$ cat config.mk
export PLATFORM = sky130hd
export DESIGN_NAME = mem_port_arbiter
export DESIGN_NICKNAME = d
export VERILOG_FILES = /design/src/rtl/mem_port_arbiter.sv
export SDC_FILE = /design/constraint.sdc
export NUM_CORES = 1
export LEC_CHECK = 0
export CAP_MARGIN = 40
export CORE_AREA = 2 2 127 129
export DETAILED_ROUTE_END_ITERATION = 6
export DIE_AREA = 0 0 129 131
export PLACE_DENSITY = 0.89
export SETUP_SLACK_MARGIN = 0.5
export SLEW_MARGIN = 10
export SYNTH_ARGS = -nofsm -noshare
export SYNTH_HDL_FRONTEND = slang
export SYNTH_SLANG_ARGS = --single-unit
$ cat constraint.sdc
create_clock -name CLK -period 2.2 [get_ports CLK]
set_input_delay 0.44 -clock CLK [delete_from_list [all_inputs] [get_ports CLK]]
set_output_delay 0.44 -clock CLK [all_outputs]
set_load 0.005 [all_outputs]
$ cat src/rtl/mem_port_arbiter.sv
// mem_port_arbiter: shares one single-port memory between the CPU fetch port
// (I) and the load/store port (D). Data has priority. A run counter bounds how
// many D grants can pass a waiting fetch. Every memory access has a
// cycle-count timeout that completes it with err.
module mem_port_arbiter #(
    parameter int ADDR_W       = 32,
    parameter int DATA_W       = 32,
    parameter int MAX_DATA_RUN = 4,
    parameter int TIMEOUT      = 255
) (
    input  logic              CLK,
    input  logic              Reset,
    // fetch port
    input  logic              i_req,
    input  logic [ADDR_W-1:0] i_addr,
    output logic              i_ack,
    output logic [DATA_W-1:0] i_rdata,
    // load/store port
    input  logic              d_req,
    input  logic              d_we,
    input  logic [2:0]        d_size,
    input  logic [ADDR_W-1:0] d_addr,
    input  logic [DATA_W-1:0] d_wdata,
    output logic              d_ack,
    output logic [DATA_W-1:0] d_rdata,
    // status
    output logic              err,
    output logic              cpu_stall,
    // memory side
    output logic              mem_req,
    output logic              mem_we,
    output logic [2:0]        mem_size,
    output logic [ADDR_W-1:0] mem_addr,
    output logic [DATA_W-1:0] mem_wdata,
    input  logic [DATA_W-1:0] mem_rdata,
    input  logic              mem_ack
);

    localparam logic [1:0] S_IDLE  = 2'd0;
    localparam logic [1:0] S_MEM_I = 2'd1;
    localparam logic [1:0] S_MEM_D = 2'd2;
    localparam logic [1:0] S_RESP  = 2'd3;

    localparam logic [3:0] RUN_LIM  = 4'(MAX_DATA_RUN);
    localparam logic [7:0] TMO_LAST = 8'(TIMEOUT - 1);

    // One memory command as latched on the grant edge.
    typedef struct packed {
        logic              we;
        logic [2:0]        size;
        logic [ADDR_W-1:0] addr;
        logic [DATA_W-1:0] wdata;
    } mem_cmd_t;

    logic [1:0] state;
    logic [3:0] run_cnt;
    logic [7:0] tmo_cnt;
    mem_cmd_t   cmd;
    mem_cmd_t   d_cmd;
    mem_cmd_t   i_cmd;
    logic       d_win;
    logic       tmo_hit;

    // Fetches are always word reads, whatever the D-side inputs hold.
    assign d_cmd   = {d_we, d_size, d_addr, d_wdata};
    assign i_cmd   = {1'b0, 3'b010, i_addr, {DATA_W{1'b0}}};
    assign d_win   = d_req & (~i_req | (run_cnt < RUN_LIM));
    assign tmo_hit = (tmo_cnt == TMO_LAST);

    assign mem_we    = cmd.we;
    assign mem_size  = cmd.size;
    assign mem_addr  = cmd.addr;
    assign mem_wdata = cmd.wdata;

    // Stall drops in the ack cycle so the pipeline advances exactly once.
    assign cpu_stall = (i_req & ~i_ack) | (d_req & ~d_ack);

    // Arbitration, access sequencing, timeout and response registers.
    always_ff @(posedge CLK or negedge Reset) begin
        if (!Reset) begin
            state   <= S_IDLE;
            run_cnt <= '0;
            tmo_cnt <= '0;
            cmd     <= '0;
            mem_req <= 1'b0;
            i_ack   <= 1'b0;
            d_ack   <= 1'b0;
            i_rdata <= '0;
            d_rdata <= '0;
            err     <= 1'b0;
        end else begin
            i_ack <= 1'b0;
            d_ack <= 1'b0;
            err   <= 1'b0;
            case (state)
                S_IDLE: begin
                    if (d_win) begin
                        state   <= S_MEM_D;
                        cmd     <= d_cmd;
                        mem_req <= 1'b1;
                        tmo_cnt <= '0;
                        // Only D grants that pass a waiting fetch count.
                        if (i_req) run_cnt <= (run_cnt == 4'hF) ? run_cnt : run_cnt + 4'd1;
                        else       run_cnt <= '0;
                    end else if (i_req) begin
                        state   <= S_MEM_I;
                        cmd     <= i_cmd;
                        mem_req <= 1'b1;
                        tmo_cnt <= '0;
                        run_cnt <= '0;
                    end
                end
                S_MEM_I, S_MEM_D: begin
                    // An ack on the final timeout cycle still counts as success.
                    if (mem_ack) begin
                        mem_req <= 1'b0;
                        state   <= S_RESP;
                        if (state == S_MEM_I) begin
                            i_ack   <= 1'b1;
                            i_rdata <= mem_rdata;
                        end else begin
                            d_ack   <= 1'b1;
                            d_rdata <= cmd.we ? '0 : mem_rdata;
                        end
                    end else if (tmo_hit) begin
                        mem_req <= 1'b0;
                        state   <= S_RESP;
                        err     <= 1'b1;
                        if (state == S_MEM_I) begin
                            i_ack   <= 1'b1;
                            i_rdata <= '0;
                        end else begin
                            d_ack   <= 1'b1;
                            d_rdata <= '0;
                        end
                    end else begin
                        tmo_cnt <= tmo_cnt + 8'd1;
                    end
                end
                S_RESP:  state <= S_IDLE;
                default: state <= S_IDLE;
            endcase
        end
    end

endmodule

==> key figures <==
Logic synthesis
  • Yosys warning total: 0
  • Unique masters post-synth: 43
  • Most common flop cell mapped by yosys: dfrtp_1
  • Cell types occupying the most area after synthesis: dfrtp_1 57%, nand2_1 10%, mux2i_1 5.0%
  • Sequential area share after synthesis: 57.0%
  • Area share of the leading cell type in the synthesized netlist: 57.0%
  • Gate Count Post-Synth: 680
  • Share of flip-flops with an asynchronous set or reset: 100%
  • Biggest area consumer among synthesized cells: dfrtp_1
  • Mean area per synthesized cell: 9.68 µm²
  • Net count of the mapped netlist: 822
  • Cell area after synthesis: 6580 µm²
  • Yosys reg bits: 150
  • Number of flops mapped to enable cells by yosys: 0

Power and ir drop
  • Leakage power figure: 0.00552 µW
  • Areal power density over the cells: 1250 nW/µm²
  • Max IR drop VDD: 0.540 mV

Setup path
  • Worst path required time: 2.50 ns
  • Launch point of the worst reg-to-reg path: tmo_cnt[4]
  • Category of the worst setup path launch point: register
  • Arrival time of the worst setup path: 2.27 ns
  • Worst r2r path cells: 6
  • Worst setup path class: reg2reg
  • Critical path startpoint: tmo_cnt[4]
  • Setup slack on the worst flop-to-flop path: 0.24 ns
  • Largest driver fanout on the critical path: 8
  • R2r endpoint: d_rdata[21]
  • Capturing element type of the critical path: register
  • Worst Setup EP: d_rdata[21]

Run
  • Number of maximum-capacitance violations: 0

Floorplan
  • Initial Util: 42.2%
  • Die area: 16900 µm²
  • IO Count: 274
  • Placement row count: 46
  • Width of the die: 129 µm
  • CORE AREA: 15600 µm²
  • Vert. Die Dim: 131 µm

STA
  • Final number of setup-violating endpoints: 0
  • Achievable frequency: 509 MHz
  • Clock skew after layout: 0.0153 ns
  • Max-slew headroom: 60.3%
  • Final period util: 89.3%
  • Final critical-path required period: 1.96 ns
  • Slew of the pin with the lowest slew margin: 0.595 ns
  • RSZ-0062 raised after global routing: yes
  • Final hold vios: 0
  • Number of pins with negative max-slew slack in the final report: 0
  • Total negative setup slack: 0 ns

Clock tree
  • Number of buffers inserted during clock tree synthesis: 17
  • CTS tree: yes
  • Clock transition at the registers of the reported paths: 0.07 ns
  • Number of buffers inserted by hold repair at cts: 0
  • Clock latency reported for the late side of the worst-skew pair: 0.43 ns
  • # H-tree levels: 4
  • Clock Tree Root: clkbuf_16
  • Maximum clock path buffer count: 2
  • Clock tree sinks: 150

Finish
  • Area growth from synthesis to layout: 61.5%
  • Layout fillers: 1147
  • Number of nets in the finished design: 1122
  • Antenna diodes: 0
  • Final core occ: 68.1%
  • Most common cell after layout, fill and taps aside: nand2_1
  • Share of final-layout standard cells stronger than drive strength 1: 13.7%
  • Most used cells in the layout excluding fill and tap cells: 180 x nand2_1, 150 x dfrtp_1, 136 x dlygate4sd2_1
  • Design area: 10600 µm²

Global route
  • Pin count of the biggest net entering global routing: 61
  • Via count of the first global-routing pass: 5924
  • Tot GR Track Use: 22.7%
  • Initial antenna violation count: 0
  • Global-route wire length before repair: 29800 µm
  • Grt ovf: 0

Routing
  • Vias: 6024
  • Post-DR vias/cell: 4.99
  • Post-detailed-route count of antenna-violating nets: 0
  • Post-route DRC: 0
  • Average wire per cell in the routed design: 16.4 µm
  • Number of iterations in the first detailed-routing pass: 4
  • Overall routed net length: 19800 µm
  • Count of routing violations after the opening detailed-route iteration: 323

Worst hold path
  • Path type of the worst min-delay path: in2async

Place
  • Global placer's final weighted congestion: 0.779
  • Number of port buffers: 273
  • DPL Wire Length: 12600 µm
  • Post-DP Area: 9670 µm²

Status
  • Status: completed
critical path: stages, from the launching register on:
cell	delay, ns
dfrtp_1	0.54
nand4_4	0.23
o21ai_2	0.24
and2b_2	0.22
buf_6	0.14
buf_16	0.15
mux2_4	0.31
how the worst min path moves through the flow:
stage / endpoint / slack [ns] / startpoint
4_1_cts: d_rdata[28] / 0.01 / Reset
3_5_place_dp: mem_wdata[1] / 0.45 / mem_wdata[1]
5_1_grt: d_rdata[24] / 0.03 / Reset
6_report: d_rdata[24] / 0.004 / Reset
2_1_floorplan: d_ack / 0.14 / Reset
3_3_place_gp: mem_wdata[27] / 0.45 / mem_wdata[27]
final cells by class:
class	instances	area (µm²)	share of cell area, %
inverter	38	143	1.34
multi-input combinational	447	2670	25.1
timing repair buffer	326	3220	30.3
tap	216	270	2.54
clock inverter	10	123	1.15
clock buffer	21	450	4.24
sequential	150	3750	35.3
layer usage:
metal  vias to the layer above  part of all wire [%]  global-route usage, %  wire length, µm
li1                       2843                     -                      -                -
met4                         0                   1.5                   8.57              291
met5                         -                     0                      0                0
met1                      2895                    40                   26.2             7940
met3                        27                   7.7                   6.60             1520
met2                       259                    51                   40.2            10100
cell usage after synthesis (2+ instances only):
library cell / n
a21oi_1: 4
a31o_2: 2
a31oi_1: 32
and2_1: 3
buf_1: 4
buf_2: 15
buf_6: 3
clkbuf_1: 22
dfrtp_1: 150
ha_1: 5
inv_1: 38
mux2_1: 29
mux2_2: 4
mux2i_1: 33
nand2_1: 181
nand3_1: 41
nor2_1: 71
nor2b_1: 2
nor3_1: 3
nor3b_1: 3
o21ai_0: 9
o21ai_1: 3
o22ai_1: 2
o2bb2ai_1: 2
state kept, by name, indices dropped and copies added, names as in the netlist, 2 cells and up:
register / flops
run_cnt: 4
state: 2
i_rdata: 32
tmo_cnt: 8
mem_wdata: 32
mem_addr: 32
mem_size: 3
d_rdata: 32
report_power, final:
part           internal, µW  switching (µW)  total (µW)
Combinational          3250            2690        5940
Sequential             3860             589        4450
Clock                  1700            1150        2850
timing repair:
action                     CTS  global route
setup endpoints to repair  204            91
buffers inserted            15             9
resized for setup          162            33
cloned                       3             4
pin swaps                    3            10
stage by stage:
step | hold slack [ns] | instances | power, µW | worst slack [ns]
CTS | 0.0139 | 1195 | 12700 | 0.286
floorplan | 0.144 | 680 | 6850 | 0.475
detailed placement | 0.455 | 1146 | 9900 | 0.0431
global placement | 0.449 | 1146 | 9700 | 0.0473
finish | 0.00376 | 1208 | 13200 | 0.235
global route | 0.0320 | 1208 | 14100 | 0.179
kinds of logic (layout without fill, tap and decap cells):
logic type / after synthesis / count (layout) / share of synthesized area, %
and+or+nand+nor: 316 / 316 / 20.1
DFF: 150 / 150 / 57.0
buffers and inverters: 83 / 395 / 5.42
muxes: 66 / 66 / 10.7
AOI/OAI and AO/OA: 60 / 60 / 5.78
adders and majority gates: 5 / 5 / 0.951
(Power assumes the default switching activity.)
